**config.mk**
```make
export PLATFORM = sky130hd
export DESIGN_NAME = vga_frame_reader_flat
export DESIGN_NICKNAME = d
export VERILOG_FILES = /design/src/rtl/vga_frame_reader_if.sv /design/src/rtl/vga_frame_reader.sv /design/src/flat_wrapper.sv
export SDC_FILE = /design/constraint.sdc
export NUM_CORES = 1
export LEC_CHECK = 0
export ABC_AREA = 1
export CAP_MARGIN = 20
export CORE_ASPECT_RATIO = 1.2
export CORE_MARGIN = 8
export CORE_UTILIZATION = 45
export CTS_CLUSTER_DIAMETER = 80
export DETAILED_ROUTE_END_ITERATION = 7
export GPL_TIMING_DRIVEN = 0
export HOLD_SLACK_MARGIN = 0.1
export PLACE_DENSITY = 0.68
export SKIP_LAST_GASP = 1
export SYNTH_ARGS = -nofsm -noshare
export SYNTH_HDL_FRONTEND = slang
export SYNTH_SLANG_ARGS = --single-unit
```
**constraint.sdc**
```tcl
create_clock -name clock_50MHz -period 1.75 [get_ports clock_50MHz]
set_input_delay 0.2625 -clock clock_50MHz [delete_from_list [all_inputs] [get_ports clock_50MHz]]
set_output_delay 0.2625 -clock clock_50MHz [all_outputs]
set_load 0.03 [all_outputs]
```
**src/rtl/vga_frame_reader_if.sv**
```systemverilog
// Framebuffer read port plus VGA pin bundle seen by vga_frame_reader.
// master = the reader; slave = the RAM / DAC / writer side.
interface vga_frame_reader_if;
  logic        frame_ready;
  logic [11:0] rdaddress;
  logic        rden;
  logic        q;
  logic        hsync;
  logic        vsync;
  logic        blank_n;
  logic [3:0]  vga_r;
  logic [3:0]  vga_g;
  logic [3:0]  vga_b;
  logic        frame_start;

  modport master (
    input  frame_ready, q,
    output rdaddress, rden, hsync, vsync, blank_n, vga_r, vga_g, vga_b, frame_start
  );
  modport slave (
    output frame_ready, q,
    input  rdaddress, rden, hsync, vsync, blank_n, vga_r, vga_g, vga_b, frame_start
  );
endinterface

```
**src/rtl/vga_frame_reader.sv**
```systemverilog
// VGA timing generator and scaled reader for a 64x64 1-bit framebuffer.
// Define VGA_BORDER_EN to draw a one-pixel FG ring around the image while showing.
module vga_frame_reader #(
  parameter int          SCALE_LOG2 = 2,
  parameter int          X0         = 192,
  parameter int          Y0         = 112,
  parameter int          RD_LAT     = 2,
  parameter logic [11:0] FG_COLOR   = 12'hFFF,
  parameter logic [11:0] BG_COLOR   = 12'h000,
  parameter int          H_VIS = 640, H_FP = 16, H_SYNC = 96, H_BP = 48,
  parameter int          V_VIS = 480, V_FP = 10, V_SYNC = 2,  V_BP = 33
) (
  input  logic               clock_50MHz,
  input  logic               reset_n,
  vga_frame_reader_if.master vga
);
  localparam int         IMG_PX  = 64 << SCALE_LOG2;
  localparam logic [9:0] H_LAST  = 10'(H_VIS + H_FP + H_SYNC + H_BP - 1);
  localparam logic [9:0] V_LAST  = 10'(V_VIS + V_FP + V_SYNC + V_BP - 1);
  localparam logic [9:0] HS_BEG  = 10'(H_VIS + H_FP);
  localparam logic [9:0] HS_END  = 10'(H_VIS + H_FP + H_SYNC);
  localparam logic [9:0] VS_BEG  = 10'(V_VIS + V_FP);
  localparam logic [9:0] VS_END  = 10'(V_VIS + V_FP + V_SYNC);
  localparam logic [9:0] H_VIS_L = 10'(H_VIS);
  localparam logic [9:0] V_VIS_L = 10'(V_VIS);
  localparam logic [9:0] IX0 = 10'(X0), IX1 = 10'(X0 + IMG_PX);
  localparam logic [9:0] IY0 = 10'(Y0), IY1 = 10'(Y0 + IMG_PX);
`ifdef VGA_BORDER_EN
  localparam logic [9:0] RX0 = 10'(X0 - 1), RY0 = 10'(Y0 - 1);
`endif

  typedef enum logic {WAIT = 1'b0, SHOW = 1'b1} state_t;

  typedef struct packed {
    logic hs;
    logic vs;
    logic vis;
    logic img;
    logic show;
`ifdef VGA_BORDER_EN
    logic ring;
`endif
  } scan_t;

  localparam scan_t SCAN_IDLE = '{hs: 1'b1, vs: 1'b1, default: 1'b0};

  logic       pix_ce, first_q, frame_end;
  logic [9:0] hcount, vcount;
  state_t     state_q, state_d;
  scan_t      scan, tail;
  scan_t [RD_LAT:0] dly_pipe;
  logic [5:0] x_img, y_img;
  logic [11:0] rgb_d;

  assign frame_end = pix_ce && hcount == H_LAST && vcount == V_LAST;

  always_ff @(posedge clock_50MHz or negedge reset_n)
    if (!reset_n) begin
      pix_ce <= 1'b0;
      hcount <= '0;
      vcount <= '0;
    end else begin
      pix_ce <= ~pix_ce;
      if (pix_ce) begin
        if (hcount == H_LAST) begin
          hcount <= '0;
          vcount <= (vcount == V_LAST) ? 10'd0 : vcount + 10'd1;
        end else
          hcount <= hcount + 10'd1;
      end
    end

  // Display state only moves on the frame wrap, so frames are never torn.
  always_ff @(posedge clock_50MHz or negedge reset_n)
    if (!reset_n) state_q <= WAIT;
    else          state_q <= state_d;

  always_comb begin
    state_d = state_q;
    if (frame_end)
      case (state_q)
        WAIT: if (vga.frame_ready)  state_d = SHOW;
        SHOW: if (!vga.frame_ready) state_d = WAIT;
      endcase
  end

  always_comb begin
    x_img     = 6'((hcount - IX0) >> SCALE_LOG2);
    y_img     = 6'((vcount - IY0) >> SCALE_LOG2);
    scan      = SCAN_IDLE;
    scan.hs   = !(hcount >= HS_BEG && hcount < HS_END);
    scan.vs   = !(vcount >= VS_BEG && vcount < VS_END);
    scan.vis  = hcount < H_VIS_L && vcount < V_VIS_L;
    scan.img  = hcount >= IX0 && hcount < IX1 && vcount >= IY0 && vcount < IY1;
    scan.show = state_q == SHOW;
`ifdef VGA_BORDER_EN
    scan.ring = !scan.img && hcount >= RX0 && hcount <= IX1 && vcount >= RY0 && vcount <= IY1;
`endif
  end

  // Stage 0 lines up with rdaddress; the tail lines up with q.
  always_ff @(posedge clock_50MHz or negedge reset_n)
    if (!reset_n) begin
      vga.rden      <= 1'b0;
      vga.rdaddress <= '0;
      dly_pipe      <= {(RD_LAT+1){SCAN_IDLE}};
    end else begin
      vga.rden <= scan.img && scan.show;
      if (scan.img && scan.show) vga.rdaddress <= {y_img, x_img};
      dly_pipe <= {dly_pipe[RD_LAT-1:0], scan};
    end

  assign tail = dly_pipe[RD_LAT];

  always_comb begin
    rgb_d = BG_COLOR;
    if (!tail.vis)
      rgb_d = '0;
    else if (tail.show && tail.img)
      rgb_d = vga.q ? FG_COLOR : BG_COLOR;
`ifdef VGA_BORDER_EN
    else if (tail.show && tail.ring)
      rgb_d = FG_COLOR;
`endif
  end

  // first_q makes the first clock after reset release a frame start too.
  always_ff @(posedge clock_50MHz or negedge reset_n)
    if (!reset_n) begin
      first_q         <= 1'b1;
      vga.frame_start <= 1'b0;
      vga.hsync       <= 1'b1;
      vga.vsync       <= 1'b1;
      vga.blank_n     <= 1'b0;
      {vga.vga_r, vga.vga_g, vga.vga_b} <= '0;
    end else begin
      first_q         <= 1'b0;
      vga.frame_start <= frame_end || first_q;
      vga.hsync       <= tail.hs;
      vga.vsync       <= tail.vs;
      vga.blank_n     <= tail.vis;
      {vga.vga_r, vga.vga_g, vga.vga_b} <= rgb_d;
    end
endmodule

```
**src/flat_wrapper.sv**
```systemverilog
// flat-port wrapper written by rule: the top's interface ports become plain ports
module vga_frame_reader_flat 
#(
  parameter int          SCALE_LOG2 = 2,
  parameter int          X0         = 192,
  parameter int          Y0         = 112,
  parameter int          RD_LAT     = 2,
  parameter logic [11:0] FG_COLOR   = 12'hFFF,
  parameter logic [11:0] BG_COLOR   = 12'h000,
  parameter int          H_VIS = 640, H_FP = 16, H_SYNC = 96, H_BP = 48,
  parameter int          V_VIS = 480, V_FP = 10, V_SYNC = 2,  V_BP = 33
)
  (clock_50MHz, reset_n, vga_frame_ready, vga_q, vga_rdaddress, vga_rden, vga_hsync, vga_vsync, vga_blank_n, vga_vga_r, vga_vga_g, vga_vga_b, vga_frame_start);
  vga_frame_reader_if vga_i ();
  input  logic clock_50MHz;
  input  logic reset_n;
  input wire logic [$bits(vga_i.frame_ready)-1:0] vga_frame_ready;
  input wire logic [$bits(vga_i.q)-1:0] vga_q;
  output wire logic [$bits(vga_i.rdaddress)-1:0] vga_rdaddress;
  output wire logic [$bits(vga_i.rden)-1:0] vga_rden;
  output wire logic [$bits(vga_i.hsync)-1:0] vga_hsync;
  output wire logic [$bits(vga_i.vsync)-1:0] vga_vsync;
  output wire logic [$bits(vga_i.blank_n)-1:0] vga_blank_n;
  output wire logic [$bits(vga_i.vga_r)-1:0] vga_vga_r;
  output wire logic [$bits(vga_i.vga_g)-1:0] vga_vga_g;
  output wire logic [$bits(vga_i.vga_b)-1:0] vga_vga_b;
  output wire logic [$bits(vga_i.frame_start)-1:0] vga_frame_start;
  assign vga_i.frame_ready = vga_frame_ready;
  assign vga_i.q = vga_q;
  assign vga_rdaddress = vga_i.rdaddress;
  assign vga_rden = vga_i.rden;
  assign vga_hsync = vga_i.hsync;
  assign vga_vsync = vga_i.vsync;
  assign vga_blank_n = vga_i.blank_n;
  assign vga_vga_r = vga_i.vga_r;
  assign vga_vga_g = vga_i.vga_g;
  assign vga_vga_b = vga_i.vga_b;
  assign vga_frame_start = vga_i.frame_start;
  vga_frame_reader #(.SCALE_LOG2(SCALE_LOG2), .X0(X0), .Y0(Y0), .RD_LAT(RD_LAT), .FG_COLOR(FG_COLOR), .BG_COLOR(BG_COLOR), .H_VIS(H_VIS), .H_FP(H_FP), .H_SYNC(H_SYNC), .H_BP(H_BP), .V_VIS(V_VIS), .V_FP(V_FP), .V_SYNC(V_SYNC), .V_BP(V_BP)) u_core (.clock_50MHz(clock_50MHz), .reset_n(reset_n), .vga(vga_i));
endmodule
```
==> impl_metrics.csv, run 1 <==
group,metric,value,unit
run_status,status,"completed",
route,routed_via_density,4.68,
route,wl,5050,um
sta,hold_viol,0,
logic_synthesis,synth-seq-cells,56,
global_routing,antenna_found_initial,0,
final_layout,finalInstanceArea,0.00321,mm^2
placed_design,dp_hpwl,3700,um
clock_network,cts_setup_buffers,0,
final_layout,area_growth,21.2,%
die,initial_core_util,0.467,
route,avgRoutedWirePerCell,12.5,um
global_routing,use_met1,0.160,
logic_synthesis,syn_nets,297,
sta,clock_skew,0.00851,ns
pwr,fin_total_pwr,2.20,mW
route,drtPass1Iterations,4,
critical_path,cp-end-kind,"output port",
logic_synthesis,synth_top_area_frac,0.445,
global_routing,grt_pass1_vias,1906,
final_layout,diodes,0,
die,die_h,100,um
global_routing,gr-usage-met3,0.0262,
critical_path,max_stage_delay,0.68,ns
logic_synthesis,yosys.area.top_type,"dfrtp_1",
route,vias,1895,
critical_path,path_cells,"clkdlybuf4s50_1",
placed_design,place_congestion,0.844,
die,pin_count,33,
clock_network,numCtsBuffers,5,
sta,period_share,0.925,
clock_network,htreeDepth,2,
final_layout,layout_common_cells,"nand2_1, dfrtp_1, inv_1",
logic_synthesis,syn_area_per_cell,9.35,um^2
route,drc,0,
critical_path,critical_path.slowest_cell,"clkdlybuf4s50_1",
logic_synthesis,synthFlopType,"dfrtp_1",
pwr,ir_worst_vdd,0.000436,V
critical_path,critPathRequiredTime,1.49,ns
sta,finalSetupTns,0,ns
sta,rsz0062_at_grt,"no",
die,die_w,86.0,um
logic_synthesis,synth-seq-area-share,0.534,
final_layout,layout.nets,338,
critical_path,path_buf_inv,1,
sta,layout_min_cycle_time,1.62,ns
die,core_region_area,0.00567,mm^2
final_layout,drive_gt1_frac,0.209,
die,rows,30,
route,drt_iter0_drc,94,
pwr,power.density,686,mW/mm^2
logic_synthesis,ys_top_cells_by_area,"dfrtp_1, dfstp_2, nand2_1, ha_1, inv_1",
clock_network,cts-root-buf,"clkbuf_8",
critical_path,path_class,"flip-flop to output port",
logic_synthesis,yosysWarnings,0,
pwr,power.leakage,1.55,nW
sta,finalSetupViolations,0,
global_routing,grt_pass1_wl,8800,um
global_routing,grt.total_usage,0.127,
logic_synthesis,synth_area,0.00265,mm^2
critical_path,cpLargestDelayFamily,"buffers and inverters",
route,antenna_left,0,
sta,fmax,0.618,GHz
final_layout,mostFrequentLayoutCell,"nand2_1",
clock_network,clk_latency,0.31,ns
critical_path,cp.arrival,1.36,ns
run,cap_violations,0,
global_routing,grt_max_degree,43,
global_routing,top_usage_layer,"met2",
clock_network,cts_tree,"done",
logic_synthesis,synth-edff-count,0,
critical_path,crit_path_start_kind,"flip-flop",
global_routing,grt_overflow_total,0,
critical_path,cp_max_fo,2,
logic_synthesis,synth.distinct_cells,29,
min_path,hp-class,"flip-flop to flip-flop",
placed_design,post_dp_cell_area,0.00308,mm^2
clock_network,clock_path_buffers,2,
clock_network,path_clk_slew,0.10,ns
clock_network,cts.sinks,56,
die,die-area,0.00860,mm^2
logic_synthesis,synth-async-reset-ratio,1.00,
sta,finalMaxSlewViolations,0,
global_routing,grt_use_met2,0.205,
logic_synthesis,netlist_instances,283,
placed_design,portBuffers,32,
## synthesized netlist by cell type (all sizes together), types with 4 or more instances
library cell   n
a21oi          5
buf           18
dfrtp         47
dfstp          9
ha            10
inv           33
nand2         66
nand3         20
nand4          4
nor2          27
nor3           7
o21ai         26
xor2           4
## worst paths after layout
check                                                to  depth (start not counted)  slack (ns)               startpoint
min in group asynchronous       u_core.vga.rdaddress[1]                          2        0.40                  reset_n
max in group asynchronous            u_core.dly_pipe[8]                          3        0.77                  reset_n
worst max register to register  u_core.vga.rdaddress[4]                          9        0.16         u_core.vcount[4]
worst max-delay path                   vga_rdaddress[6]                          1        0.13  u_core.vga.rdaddress[6]
worst min register to register      u_core.dly_pipe[12]                          0        0.36       u_core.dly_pipe[7]
worst min-delay path                u_core.dly_pipe[12]                          0        0.36       u_core.dly_pipe[7]
## area by class of cell
| cell class | count | area, um^2 |
|---|---|---|
| clock inverters | 3 | 46.3 |
| plain buffers | 18 | 143 |
| clock buffers | 5 | 68.8 |
| well taps | 80 | 100 |
| inverters | 33 | 124 |
| multi-input cells | 176 | 982 |
| flip-flops and latches | 56 | 1420 |
| repair buffers | 34 | 328 |
| fillers | 503 | 2460 |
## sequential cells by signal, indices dropped and copies added, names as in the netlist, 10 cells and up
signal and cells:
u_core.dly_pipe 15, u_core.vga.rdaddress 12, u_core.hcount 10, u_core.vcount 10
## where the power goes
group | leakage (nW) | switching (mW) | internal (mW) | total [mW]
clock network | 0.0548 | 0.428 | 0.431 | 0.859
registers | 0.690 | 0.000430 | 1.30 | 1.30
logic | 0.801 | 0.0296 | 0.0134 | 0.0429
## stage by stage
step / utilization / hold WS (ns) / setup WS [ns] / std cells
final: 0.566 / 0.359 / 0.132 / 405
after global placement: 0.541 / 0.334 / -1.24 / 395
after global routing: 0.566 / 0.365 / 0.0111 / 405
after floorplan: - / -0.0331 / 0.341 / 283
after CTS: 0.563 / 0.362 / 0.0702 / 405
after detailed placement: 0.543 / 0.195 / 0.121 / 396
## cell families after synthesis
kind of cell	Yosys count	synth area share
compound gates	33	0.0804
flops	56	0.534
simple gates	127	0.219
buf+inv	51	0.101
fa+ha+maj	10	0.0473
other cells	1	0.00142
xor+xnor	5	0.0166
## layer usage
layer  wire (um)  part of all wire  vias up
li1            -                 -      961
met1        2410              0.48      876
met2        2230              0.44       48
met3         293             0.058       10
met4         121             0.024        0
met5           0                 0        -
## what timing repair did
item | 4_1_cts | 5_1_grt
endpoints found under the hold margin | 14 | 0
resized for setup | 15 | 6
endpoints found under the setup margin | 14 | 4
pin swaps | 0 | 0
hold buffers | 1 | 0
Power figures use the tool's default switching activity.
==> run 2: changes to the inputs <==
- GPL_TIMING_DRIVEN: 0 -> unset
==> impl_metrics.csv, run 2 (synthesis results as in run 1) <==
group,metric,value,unit
placed_design,dp_hpwl,3630,um
critical_path,cp.arrival,1.38,ns
final_layout,layout_common_cells,"nand2_1, dfrtp_1, inv_1",
clock_network,cts.sinks,56,
final_layout,layout.nets,327,
die,initial_core_util,0.467,
sta,rsz0062_at_grt,"no",
sta,hold_ws,0.357,ns
critical_path,path_class,"flip-flop to output port",
critical_path,crit_path_start_kind,"flip-flop",
final_layout,largest_reg_flops,15,
pwr,ir_worst_vdd,0.000444,V
run,cap_violations,0,
sta,fmax,0.609,GHz
pwr,power.density,671,mW/mm^2
sta,finalSetupViolations,0,
final_layout,final_util,0.546,
die,die-area,0.00860,mm^2
die,pin_count,33,
die,die_w,86.0,um
sta,clock_skew,0.00846,ns
critical_path,crit_path_end,"vga_rdaddress[8]",
critical_path,cp_max_fo,2,
final_layout,num-fill-cells,531,
sta,layout_min_cycle_time,1.64,ns
run_status,status,"completed",
die,rows,30,
clock_network,htreeDepth,2,
clock_network,cts_tree,"done",
clock_network,cts-root-buf,"clkbuf_8",
critical_path,critPathRequiredTime,1.49,ns
final_layout,mostFrequentLayoutCell,"nand2_1",
critical_path,path_cells,"clkdlybuf4s50_1",
pwr,fin_total_pwr,2.08,mW
critical_path,cp-end-kind,"output port",
final_layout,top_regs,"u_core.dly_pipe x15, u_core.vga.rdaddress x12",
placed_design,pre_cts_slack,0.125,ns
min_path,whs_path_depth,0,
clock_network,clk_latency,0.30,ns
sta,finalMaxSlewViolations,0,
route,drtPass1Iterations,4,
pwr,power.leakage,1.48,nW
route,vias,1867,
global_routing,grt.total_usage,0.123,
global_routing,grt_overflow_total,0,
final_layout,area_growth,17.1,%
critical_path,crit_start,"u_core.vga.rdaddress[8]",
clock_network,clock_path_buffers,2,
final_layout,top_register,"u_core.dly_pipe",
global_routing,grt_pass1_wl,8580,um
critical_path,cp.depth,1,
global_routing,antenna_found_initial,0,
sta,period_share,0.939,
placed_design,place_congestion,0.864,
critical_path,max_stage_delay,0.69,ns
die,die_h,100,um
critical_path,rrSetupSlack,0.16,ns
route,drt_iter0_drc,91,
route,routed_via_density,4.74,
critical_path,critical_path.slowest_cell,"clkdlybuf4s50_1",
route,wl,4980,um
sta,worst_slack,0.107,ns
critical_path,r2r_start,"u_core.hcount[6]",
sta,finalSetupTns,0,ns
sta,hold_viol,0,
critical_path,cpLargestDelayFamily,"buffers and inverters",
route,antenna_left,0,
route,avgRoutedWirePerCell,12.6,um
critical_path,rr_worst_depth,8,
min_path,hp-class,"flip-flop to flip-flop",
clock_network,numCtsBuffers,5,
placed_design,portBuffers,32,
final_layout,diodes,0,
global_routing,grt_pass1_vias,1903,
die,core_region_area,0.00567,mm^2
critical_path,path_buf_inv,1,
global_routing,grt_max_degree,57,
route,drc,0,
critical_path,reg2reg_to,"u_core.vcount[8]",
final_layout,drive_gt1_frac,0.172,
clock_network,path_clk_slew,0.10,ns
-- run 2: per-layer routing --
layer / track usage / vias to the layer above / routed length, um
met2: 0.207 / 46 / 2340
met5: 0 / - / 0
li1: - / 939 / -
met1: 0.146 / 875 / 2260
met3: 0.0262 / 7 / 287
met4: 0.0568 / 0 / 89
-- run 2: report_power, final --
group,switching [mW],total [mW],internal (mW)
Sequential,0.000613,1.30,1.30
Clock,0.417,0.739,0.321
Combinational,0.0290,0.0425,0.0136
Total,0.447,2.08,1.63
-- run 2: worst min-delay path by stage --
| stage | start | end | slack, ns |
|---|---|---|---|
| after global placement | reset_n | u_core.pix_ce | 0.28 |
| after detailed placement | reset_n | u_core.hcount[2] | 0.28 |
| after global routing | u_core.dly_pipe[3] | u_core.dly_pipe[8] | 0.36 |
| after CTS | u_core.dly_pipe[4] | u_core.dly_pipe[9] | 0.36 |
| after floorplan | reset_n | u_core.dly_pipe[0] | -0.03 |
| final | u_core.dly_pipe[7] | u_core.dly_pipe[12] | 0.36 |
-- run 2: layout make-up --
cell class	instances	area, um^2	area share
sequential	56	1410	0.456
tap	80	100	0.0323
timing repair buffer	41	397	0.128
multi-input combinational	176	966	0.312
clock inverter	2	15.0	0.00485
inverter	33	124	0.0400
clock buffer	6	82.6	0.0267
-- run 2: per-stage QoR --
stage	instances	area [um^2]
2_1_floorplan	283	2650
3_3_place_gp	385	3000
3_5_place_dp	385	3000
4_1_cts	394	3090
5_1_grt	394	3100
6_report	394	3100
-- run 2: worst register-to-register path, stage by stage, from the launching register on --
cell	delay (ns)
dfrtp_1	0.44
inv_2	0.11
ha_1	0.17
nand2_1	0.07
nor2_2	0.12
nand3_2	0.17
buf_4	0.22
nor2_4	0.08
xor2_1	0.15
-- run 2: timing repair --
| action | CTS | global route |
|---|---|---|
| hold endpoints to repair | 47 | 0 |
| hold buffers | 1 | 0 |
| pin swaps | 0 | 0 |
| cloned | 0 | 0 |
| gates resized for setup | 14 | 3 |
| buffers inserted | 0 | 0 |
| endpoints found under the setup margin | 14 | 8 |
==> run 3: changes to the inputs <==
- ABC_AREA: 1 -> unset
- GPL_TIMING_DRIVEN: unset -> 0
==> impl_metrics.csv, run 3 <==
group,metric,value,unit
run_status,status,"finished with violations",
run_status,violations,"setup timing",
global_routing,grt_pass1_vias,1781,
placed_design,dp_hpwl,3340,um
pwr,ir_worst_vdd,0.000424,V
final_layout,drive_gt1_frac,0.332,
clock_network,htreeDepth,2,
sta,layout_min_cycle_time,1.76,ns
pwr,pwr-share-seq,0.597,
clock_network,cts-root-buf,"clkbuf_8",
final_layout,regArea,0.00142,mm^2
placed_design,dp_cells,313,
pwr,p_clk_frac,0.383,
final_layout,multi_input_area,0.00105,mm^2
logic_synthesis,synth.most_common_cell,"dfrtp_1",
min_path,whs_path_depth,0,
die,core_region_area,0.00552,mm^2
pwr,p_sw,0.439,mW
sta,worst_slew_pin_slew,0.518,ns
final_layout,diodes,0,
clock_network,cts.sinks,56,
route,avgRoutedWirePerCell,15.4,um
route,vias,1800,
critical_path,rr_worst_depth,5,
die,rows,30,
global_routing,antenna_found_initial,0,
min_path,hp-class,"flip-flop to flip-flop",
critical_path,cp_max_fo,5,
sta,rsz0062_at_grt,"yes",
logic_synthesis,netlist_instances,216,
critical_path,max_stage_delay,0.45,ns
critical_path,critPathRequiredTime,1.95,ns
min_path,hp-start,"u_core.dly_pipe[1]",
critical_path,crit_path_start_kind,"flip-flop",
sta,finalMaxSlewViolations,0,
logic_synthesis,synth-edff-count,0,
run,cap_violations,0,
pwr,power.leakage,1.47,nW
final_layout,instances_no_fill,335,
critical_path,critical_path.slowest_cell,"dfrtp_1",
die,initial_core_util,0.457,
critical_path,rrSetupSlack,-0.01,ns
logic_synthesis,syn_nets,230,
min_path,hold_end,"u_core.dly_pipe[6]",
die,die_h,98.0,um
sta,hold_ws,0.356,ns
critical_path,cp-end-kind,"flip-flop",
clock_network,numCtsBuffers,5,
final_layout,layout_common_cells,"dfrtp_1, buf_4, clkdlybuf4s50_1",
route,drt_iter0_drc,135,
final_layout,num-fill-cells,449,
logic_synthesis,synth_top_area_frac,0.466,
sta,fmax,0.567,GHz
logic_synthesis,synth-seq-cells,56,
route,antenna_left,0,
pwr,combPwrFrac,0.020,
logic_synthesis,yosys.area_share.xor_xnor,0.0243,
global_routing,grt.total_usage,0.125,
logic_synthesis,synth_fa_ha_area_frac,0.0496,
final_layout,top_register,"u_core.dly_pipe",
logic_synthesis,synthSimpleGateAreaFrac,0.133,
sta,finalSetupViolations,5,
critical_path,reg2reg_to,"u_core.vga.rdaddress[4]",
logic_synthesis,synthMuxAreaShare,0.0620,
logic_synthesis,syn_area_per_cell,11.7,um^2
placed_design,place_congestion,0.860,
final_layout,area_growth,30.4,%
route,drc,0,
global_routing,grt_max_degree,35,
logic_synthesis,yosys.area.top_type,"dfrtp_1",
critical_path,path_class,"flip-flop to flip-flop",
route,routed_via_density,5.37,
clock_network,clk_latency,0.31,ns
die,die_w,84.3,um
critical_path,path_cells,"ha_4 -> xnor2_4 -> nor4_4 -> buf_4 -> mux2_4",
logic_synthesis,synthTopCellsByCount,"dfrtp_1, nand2_1, inv_1, mux2_2, buf_4",
logic_synthesis,synthFlopType,"dfrtp_1",
logic_synthesis,synth-async-reset-ratio,1.00,
logic_synthesis,synth_top_family_by_area,"simple AND/OR/NAND/NOR gates",
clock_network,clock_path_buffers,2,
route,drtPass1Iterations,4,
logic_synthesis,yosysWarnings,0,
sta,hold_viol,0,
final_layout,finalInstanceArea,0.00329,mm^2
sta,relSlewSlack,0.655,
logic_synthesis,ys_top_cells_by_area,"dfrtp_1, dfstp_2, mux2_2, ha_1, buf_4",
placed_design,portBuffers,32,
final_layout,mostFrequentLayoutCell,"dfrtp_1",
logic_synthesis,synth.distinct_cells,45,
pwr,power.density,661,mW/mm^2
sta,clock_skew,0.00256,ns
critical_path,cp.arrival,1.96,ns
logic_synthesis,synth_compound_area_frac,0.0923,
pwr,p_sw_frac,0.202,
sta,worst_slack,-0.0144,ns
global_routing,grt_pass1_wl,8600,um
clock_network,path_clk_slew,0.10,ns
final_layout,final_util,0.596,
die,pin_count,33,
sta,period_share,1.01,
sta,finalSetupTns,-0.0527,ns
logic_synthesis,synth_area,0.00252,mm^2
clock_network,cts_tree,"done",
critical_path,r2r_start,"u_core.hcount[6]",
placed_design,post_dp_cell_area,0.00297,mm^2
final_layout,layout.nets,284,
die,die-area,0.00827,mm^2
global_routing,grt_overflow_total,0,
final_layout,largest_reg_flops,15,
final_layout,top_regs,"u_core.dly_pipe x15, u_core.vga.rdaddress x12",
logic_synthesis,synth-seq-area-share,0.560,
pwr,p_int,1.73,mW
route,wl,5150,um
[run 3: worst max path at each step]
stage | start | end | cells past startpoint
3_5_place_dp | u_core.hcount[7] | u_core.vga.rdaddress[8] | 5
4_1_cts | u_core.hcount[7] | u_core.vga.rdaddress[4] | 5
3_3_place_gp | reset_n | u_core.vga.rdaddress[2] | 1
6_report | u_core.hcount[6] | u_core.vga.rdaddress[4] | 5
5_1_grt | u_core.hcount[6] | u_core.vga.rdaddress[4] | 5
2_1_floorplan | u_core.hcount[7] | u_core.vga.rdaddress[10] | 5
[run 3: cell families (layout without fill, tap and decap cells)]
family	after synthesis	count (layout)
xor gates and xnor gates	7	7
DFF	56	56
AOI/OAI and AO/OA	38	38
adders and majority gates	10	10
buffers and inverters	33	88
and+or+nand+nor	57	57
other	1	1
muxes	14	14
[run 3: layout make-up]
| class | count | share of cell area |
|---|---|---|
| buffer | 18 | 0.0430 |
| clock buffer | 5 | 0.0209 |
| clock inverter | 3 | 0.0129 |
| inverter | 15 | 0.0186 |
| multi-input combinational | 127 | 0.320 |
| sequential | 56 | 0.431 |
| tap | 64 | 0.0243 |
| timing repair buffer | 47 | 0.129 |
[run 3: per-stage QoR]
step / power, mW / setup slack (ns)
final: 2.17 / -0.0144
after global placement: 1.36 / -1.27
after global routing: 2.27 / -0.0795
after floorplan: 1.33 / 0.000942
after CTS: 2.21 / -0.0461
after detailed placement: 1.37 / -0.174
[run 3: timing repair]
| item | CTS | global route |
|---|---|---|
| buffers inserted | 7 | 5 |
| hold buffers | 1 | 0 |
| hold endpoints to repair | 17 | 0 |
| pin swaps | 2 | 0 |
| gates cloned | 1 | 0 |
| endpoints found under the setup margin | 30 | 20 |
| resized for setup | 39 | 14 |
[run 3: routing by layer]
metal / wire (um) / vias to the layer above / track usage
li1: - / 850 / -
met2: 2650 / 56 / 0.207
met1: 2140 / 884 / 0.145
met5: 0 / - / 0
met3: 279 / 10 / 0.0400
met4: 91 / 0 / 0.0484
[run 3: worst max-delay path, delay by kind of cell, from the launching register on]
family	cells	cell delay (ns)
buffers and inverters	1	0.22
flip-flops	1	0.45
adder cells (fa/ha/maj)	1	0.21
AND/OR/NAND/NOR	1	0.32
XOR/XNOR	1	0.15
multiplexers	1	0.30
[run 3: power groups by stage]
| stage | Combinational (mW) | Sequential (mW) | Clock (mW) |
|---|---|---|---|
| 3_3_place_gp | 0.0381 | 1.32 | 0 |
| 5_1_grt | 0.0491 | 1.30 | 0.925 |
| 4_1_cts | 0.0445 | 1.30 | 0.864 |
| 6_report | 0.0425 | 1.30 | 0.833 |
| 2_1_floorplan | 0.00120 | 1.33 | 0 |
| 3_5_place_dp | 0.0427 | 1.32 | 0 |
